$ cat src/rtl/mem_arbiter.sv
`default_nettype none
// ============================================================================
//  Module      : mem_arbiter
//  Description : Two-requester (CPU datapath / debug loader) arbiter in front
//                of a single-port memory with a fixed read latency. Requests
//                are sampled only while idle. Simultaneous requests are
//                resolved round-robin. Each granted access runs for MEM_LAT
//                cycles and then gives a one-cycle Done pulse to its owner.
//  Revision    : 1.0 - initial release
// ============================================================================
module mem_arbiter #(
  // Memory read latency in cycles; legal range 1..7 (fits the 3-bit counter).
  parameter int unsigned MEM_LAT = 1
) (
  input  logic        Clk,
  input  logic        Reset,        // asynchronous, active-low

  // CPU datapath requester
  input  logic        Cpu_Req,
  input  logic        Cpu_Wr,
  input  logic [31:0] Cpu_Addr,
  input  logic [31:0] Cpu_WData,
  output logic        Cpu_Done,
  output logic        Cpu_Stall,

  // Debug loader requester
  input  logic        Ldr_Req,
  input  logic        Ldr_Wr,
  input  logic [31:0] Ldr_Addr,
  input  logic [31:0] Ldr_WData,
  input  logic        Ldr_En,
  output logic        Ldr_Done,

  // Shared read data
  output logic [31:0] RData,

  // Memory port
  output logic [31:0] Mem_Address,
  output logic        Mem_Wr,
  output logic [31:0] Mem_Datain,
  input  logic [31:0] Mem_Dataout,

  output logic        Busy
);

  // Counter load value; the counter counts MEM_LAT..1 across the ACCESS phase.
  localparam logic [2:0] LAT_LOAD = 3'(MEM_LAT);

  typedef enum logic [1:0] {
    IDLE   = 2'd0,
    ACCESS = 2'd1,
    RESP   = 2'd2
  } state_e;

  state_e      state_q, state_d;
  logic [2:0]  cnt_q,   cnt_d;
  logic        last_q,  last_d;   // 1 = loader was granted last, 0 = CPU
  logic        gnt_q,   gnt_d;    // 1 = current grant belongs to the loader
  logic        wr_q,    wr_d;
  logic [31:0] addr_q,  addr_d;
  logic [31:0] wdata_q, wdata_d;
  logic [31:0] rdata_q, rdata_d;

  logic        cpu_elig;
  logic        ldr_elig;
  logic        pick_ldr;

  // A disabled loader is invisible to the arbiter.
  assign cpu_elig = Cpu_Req;
  assign ldr_elig = Ldr_Req & Ldr_En;

  // Loader wins when it is the only eligible requester, or on a tie when the
  // CPU was served last.
  assign pick_ldr = ldr_elig & (~cpu_elig | ~last_q);

  // Next-state, grant latching, latency counting and read-data capture.
  always_comb begin
    state_d = state_q;
    cnt_d   = cnt_q;
    last_d  = last_q;
    gnt_d   = gnt_q;
    wr_d    = wr_q;
    addr_d  = addr_q;
    wdata_d = wdata_q;
    rdata_d = rdata_q;

    case (state_q)
      IDLE: begin
        if (cpu_elig | ldr_elig) begin
          gnt_d   = pick_ldr;
          last_d  = pick_ldr;
          wr_d    = pick_ldr ? Ldr_Wr    : Cpu_Wr;
          addr_d  = pick_ldr ? Ldr_Addr  : Cpu_Addr;
          wdata_d = pick_ldr ? Ldr_WData : Cpu_WData;
          cnt_d   = LAT_LOAD;
          state_d = ACCESS;
        end
      end

      ACCESS: begin
        cnt_d = cnt_q - 3'd1;
        if (cnt_q == 3'd1) begin
          state_d = RESP;
          // Memory data is valid in the final ACCESS cycle; writes leave
          // RData untouched.
          if (!wr_q) begin
            rdata_d = Mem_Dataout;
          end
        end
      end

      RESP: begin
        state_d = IDLE;
      end

      default: begin
        state_d = IDLE;
      end
    endcase
  end

  // State and datapath registers; reset leaves the loader as "last" so the
  // CPU wins the first tie.
  always_ff @(posedge Clk or negedge Reset) begin
    if (!Reset) begin
      state_q <= IDLE;
      cnt_q   <= 3'd0;
      last_q  <= 1'b1;
      gnt_q   <= 1'b0;
      wr_q    <= 1'b0;
      addr_q  <= 32'd0;
      wdata_q <= 32'd0;
      rdata_q <= 32'd0;
    end else begin
      state_q <= state_d;
      cnt_q   <= cnt_d;
      last_q  <= last_d;
      gnt_q   <= gnt_d;
      wr_q    <= wr_d;
      addr_q  <= addr_d;
      wdata_q <= wdata_d;
      rdata_q <= rdata_d;
    end
  end

  // The latched address/data stay on the memory port between accesses.
  assign Mem_Address = addr_q;
  assign Mem_Datain  = wdata_q;

  // The write strobe is limited to the first ACCESS cycle (counter still at
  // its load value) so each write lands exactly once.
  assign Mem_Wr = (state_q == ACCESS) & wr_q & (cnt_q == LAT_LOAD);

  assign Busy      = (state_q != IDLE);
  assign Cpu_Done  = (state_q == RESP) & ~gnt_q;
  assign Ldr_Done  = (state_q == RESP) &  gnt_q;
  assign Cpu_Stall = Cpu_Req & ~Cpu_Done;
  assign RData     = rdata_q;

endmodule
`default_nettype wire

$ cat config.mk
export PLATFORM = sky130hd
export DESIGN_NAME = mem_arbiter
export DESIGN_NICKNAME = d
export VERILOG_FILES = /design/src/rtl/mem_arbiter.sv
export SDC_FILE = /design/constraint.sdc
export NUM_CORES = 1
export LEC_CHECK = 0
export BUFFER_PORTS_ARGS = -buffer_cell sky130_fd_sc_hd__clkbuf_2
export CAP_MARGIN = 20
export CORE_MARGIN = 3
export CORE_UTILIZATION = 40
export DETAILED_ROUTE_END_ITERATION = 12
export MAX_ROUTING_LAYER = met4
export PLACE_DENSITY = 0.79
export SLEW_MARGIN = 10
export SYNTH_ARGS = -nofsm -noshare
export SYNTH_HDL_FRONTEND = slang
export SYNTH_SLANG_ARGS = --single-unit
$ cat constraint.sdc
create_clock -name Clk -period 1.6 [get_ports Clk]
set_input_delay 0 -clock Clk [delete_from_list [all_inputs] [get_ports Clk]]
set_output_delay 0 -clock Clk [all_outputs]
set_load 0.005 [all_outputs]
-- Word level (Yosys, flattened, before mapping)
Index checks and enable logic that the tools add are counted.
- $add $sub $neg: 1
- reductions and logical operators: 7
- multiplexer cells: 8
- bitwise operators: 14
- equality and inequality tests: 5
- operator list (operator ; count):
    32-bit two-way mux ; 2
    1-bit AND ; 7
    3-bit one-hot mux with 2 select lines ; 1
    2-bit AND reduction ; 3
    1-bit inverter ; 5
    2-bit two-way mux ; 2
    2-bit != test, second input constant ; 2
    2-bit one-hot mux with 2 select lines ; 1
    2-bit nonzero test ; 2
    3-bit by 1-bit == test with 1-bit output, second input constant ; 1
    3-bit two-way mux ; 1
    3-bit AND reduction ; 1
    3-bit by 1-bit subtractor with 3-bit output, second input constant ; 1
    2-bit by 1-bit == test with 1-bit output, second input constant ; 1
    2-bit == test, second input constant ; 1
    2-bit zero test ; 1
    1-bit OR ; 2
    1-bit two-way mux ; 1
- word-level logic and storage cells: 43
- input bits: 167
- register bits after elaboration: 104

-- Longest topological paths before layout
- word-level depth: 4
- gate-level depth with buffers: 6
- mapped depth without buffers: 5

-- Worst setup path before layout
OpenSTA, ideal clock, no wires.
- path type: register to register
- start: register state_q[1]
- end: register rdata_q[10], in the netlist RData[10]
- stages on the path, launching flop included: 5
- setup time: 0.125 ns
- period minus slack after synthesis: 1.520 ns
- setup slack: 0.080 ns
- buffers on the path: 1
- data arrival time: 1.395 ns
- required time: 1.475 ns
- cell sequence: dfrtp_1 -> nand2b_1 -> nor3_4 -> buf_6 -> mux2_2
- cells in the longest elaborated chain, start to end: 2
- RTL lines (element ; line ; RTL):
    start, declared ; 55 ; state_e state_q, state_d;
    start signal, assigned ; 135 ; state_q <= state_d;
    2-bit by 1-bit == test with 1-bit output ; 87 ; case (state_q)
    3-bit AND reduction (no line) ; -- ;
    end signal, assigned ; 142 ; rdata_q <= rdata_d;
    end, declared ; 62 ; logic [31:0] rdata_q, rdata_d;
No other way between the ends.
A chain may end at the register's enable or synchronous reset.

-- Worst setup path after layout
- start: register cnt_q[1]
- end: register rdata_q[24], in the netlist RData[24]
- cells in the longest elaborated chain, start to end: 2
- RTL lines (element ; line ; RTL):
    start, declared ; 56 ; logic [2:0] cnt_q, cnt_d;
    start signal, assigned ; 136 ; cnt_q <= cnt_d;
    3-bit by 1-bit == test with 1-bit output ; 102 ; if (cnt_q == 3'd1) begin
    3-bit AND reduction (no line) ; -- ;
No other way between the ends.

==> metrics.log <==
[metrics] run status: finished, violations left
[metrics] violations in the final reports: negative setup slack
[metrics] Leak Pwr: 3.96 nW
[metrics] wire length of the first global-routing pass: 32400 um
[metrics] residual DRC count: 0
[metrics] worst-path cell chain: inv_2 > ha_4 > nand2b_4 > nor3_4 > buf_6 > clkbuf_16 > mux2_2
[metrics] post-synthesis sequential element count: 104
[metrics] final core utilization: 73.6%
[metrics] maximum level of the CTS H-tree: 3
[metrics] number of filler instances in the final layout: 719
[metrics] DR top layer: met4
[metrics] antenna-violating nets left: 0
[metrics] clock slew at reported path FFs: 0.08 ns
[metrics] TritonCTS sink count: 104
[metrics] overall via count from detail_route: 6419
[metrics] portion of the post-synthesis area used by sequential elements: 54.1%
[metrics] peak supply drop: 0.000866 V
[metrics] reported max-cap violation count: 0
[metrics] Horiz. Die Dim: 116 um
[metrics] footprint of the multi-input gates: 2080 um^2
[metrics] count of boundary I/O pins: 268
[metrics] core outline area: 11600 um^2
[metrics] Setup crit end kind: flip-flop
[metrics] vias in the first global route: 6442
[metrics] number of buffers inserted by port buffering: 267
[metrics] Post-Syn Area: 4810 um^2
[metrics] Routed met1 length: 7920 um
[metrics] final estimated routing congestion in global placement: 0.797
[metrics] clock buffer depth: 2
[metrics] PD cells: 1610 nW/um^2
[metrics] final-report setup violation count: 20
[metrics] synth-to-layout area growth: 76.9%
[metrics] routed length on met2: 11400 um
[metrics] DR WL/cell: 22.2 um
[metrics] CP peak stage delay: 0.39 ns
[metrics] First DRT Iteration DRCs: 770
[metrics] total wirelength of the detailed-routed design: 23200 um
[metrics] synthesized area per cell: 10.0 um^2
[metrics] count of nets after finishing: 1064
[metrics] nets in the synthesized netlist: 650
[metrics] post-route insts no fill: 1048
[metrics] final hold vios: 0
[metrics] number of buffers created by CTS: 9
[metrics] aggregate global routing overflow: 0
[metrics] clock latency reported for the late side of the worst-skew pair: 0.34 ns
[metrics] Req. time, crit path: 1.83 ns
[metrics] antenna violations before repair: 1
[metrics] hpwl dp: 11000 um
[metrics] crit path time final: 1.67 ns
[metrics] count of unique library cells instantiated by Yosys: 28
[metrics] CP startpoint kind: flip-flop
[metrics] CTS tree: done
[metrics] clock skew after layout: 0.0121 ns
[metrics] height of the die: 116 um
[metrics] slowest stage cell on the critical path: sky130_fd_sc_hd__dfrtp_1
[metrics] cell at the root of the clock tree: sky130_fd_sc_hd__clkbuf_16
[metrics] kind of critical path: flip-flop to flip-flop
[metrics] number of placement rows: 39
[metrics] die outline area: 13400 um^2
[metrics] Worst Tran Pin Value: 0.429 ns
[metrics] ratio of final minimum period to clock period: 104%
[metrics] Sequential cell area: 2610 um^2
[metrics] all-layer global routing usage: 31.8%
[metrics] proportion of layout cells with a drive suffix above 1: 39.4%
[metrics] cells after synthesis: 481
[metrics] Fin Setup TNS: -0.600 ns
[metrics] hold crit path type: primary input to asynchronous set/reset pin
[metrics] total count of max-transition violations in the final report: 0
[metrics] maximum clock frequency: 600 MHz
[metrics] vias per std cell: 6.13
[metrics] Starting Density: 41.6%
[metrics] YS warnings: 0
[metrics] final setup margin: -0.0664 ns
[metrics] biggest fanout along the worst timing path: 8
[metrics] metal3 WL: 2200 um
[metrics] count of placed standard cells including taps: 858
[metrics] Total Power Consumption: 13.7 mW
[metrics] max_slew headroom: 71.4%
[metrics] worst reg2reg setup slack: -0.07 ns
[metrics] TritonRoute pass-1 iters: 10
[metrics] unrepaired setup endpoints after global routing: true
[metrics] arrival time at the worst endpoint: 1.90 ns
[metrics] maximum number of pins on one net before global-route repair: 54
## worst max-delay path: cells and delay by family, from the launching register on
family / cells / cell delay (ns)
buf+inv: 3 / 0.40
flops: 1 / 0.39
mux: 1 / 0.35
simple gates: 2 / 0.28
fa+ha+maj: 1 / 0.14
## cells in the final DEF (no fill, tap or decap), types with 9 or more instances in the layout
master and count:
sky130_fd_sc_hd__a21oi_1 66, sky130_fd_sc_hd__a31oi_1 65, sky130_fd_sc_hd__buf_12 9, sky130_fd_sc_hd__buf_4 14, sky130_fd_sc_hd__clkbuf_16 11, sky130_fd_sc_hd__clkbuf_2 266, sky130_fd_sc_hd__dfrtp_1 102, sky130_fd_sc_hd__dlygate4sd3_1 163
sky130_fd_sc_hd__mux2_2 9, sky130_fd_sc_hd__mux2_4 24, sky130_fd_sc_hd__nand3_1 65, sky130_fd_sc_hd__o21ai_0 65
## cell usage after synthesis (all sizes together)
library cell  number  share of area [%]
ha                 2               0.52
nand3b             1               0.16
and3b              1               0.18
o21ai             65                6.8
dfrtp            103                 54
mux2              34                8.0
buf               21                2.6
a211oi             1               0.16
inv                3               0.23
and2               4               0.52
nor3b              1               0.16
clkbuf            32                2.5
nand2              3               0.23
nor3               1               0.34
a21oi             66                6.9
nor2b              2               0.26
nand2b             2               0.26
xor2               1               0.18
dfstp              1               0.55
a31oi             65                8.5
a21o               2               0.31
nor2               4               0.31
o22ai              1               0.13
nand3             65                6.8
## cells by family after synthesis
kind of cell / count (synthesis) / share of synthesized area (%)
xor+xnor: 1 / 0.182
fa+ha+maj: 2 / 0.520
compound gates: 200 / 22.7
mux: 34 / 7.96
buf+inv: 56 / 5.33
simple gates: 84 / 9.18
flops: 104 / 54.1
## flip-flops by register name (all words and copies together), names as in the netlist
register     count
Mem_Datain      32
gnt_q            1
Mem_Address     32
RData           32
state_q          2
last_q           1
cnt_q            3
wr_q             1
## power breakdown
group          leakage (nW)  switching, mW  internal [mW]
Combinational          2.61           3.33           3.11
Clock                 0.147           1.04           1.23
Sequential             1.19          0.975           3.98
## area by class of cell
cell class                 count  area share (%)
clock inverter                 6           0.868
clock buffer                   9            2.65
tap                          143            2.10
timing repair buffer         456            39.0
inverter                       3           0.132
multi-input combinational    321            24.4
antenna                        6           0.176
sequential                   104            30.6
## path summary, 6_finish.rpt
path / end / cells after the start / start
worst max register to register: RData[24] / 7 / cnt_q[1]
worst min-delay path: RData[26] / 2 / Reset
worst min register to register: RData[5] / 1 / RData[5]
min in group Clk: cnt_q[0] / 4 / Cpu_Req
worst max-delay path: RData[24] / 7 / cnt_q[1]
max in group asynchronous: Mem_Address[4] / 3 / Reset
## per-stage QoR
step                      setup WS (ns)  cell area [um^2]  hold WS [ns]
after floorplan                  0.0798              4810        -0.296
after global placement           0.0636              6350       -0.0478
after detailed placement       -0.00399              6350       -0.0386
after CTS                      -0.00756              8280         0.137
after global routing             -0.117              8490         0.166
final                           -0.0664              8510         0.146
## repair_timing
action / 4_1_cts / 5_1_grt
setup buffers: 0 / 3
setup endpoints to repair: 3 / 33
gates cloned: 0 / 3
endpoints found under the hold margin: 184 / 0
hold buffers: 163 / 0
pin swaps: 0 / 1
gates resized for setup: 0 / 33
## routing by layer
| metal | GRT usage [%] | vias up |
|---|---|---|
| met1 | 34.1 | 2990 |
| met5 | - | - |
| li1 | - | 2620 |
| met3 | 5.38 | 184 |
| met2 | 55.1 | 625 |
| met4 | 19.2 | 0 |
No activity file was read; power rests on OpenSTA's default activity.
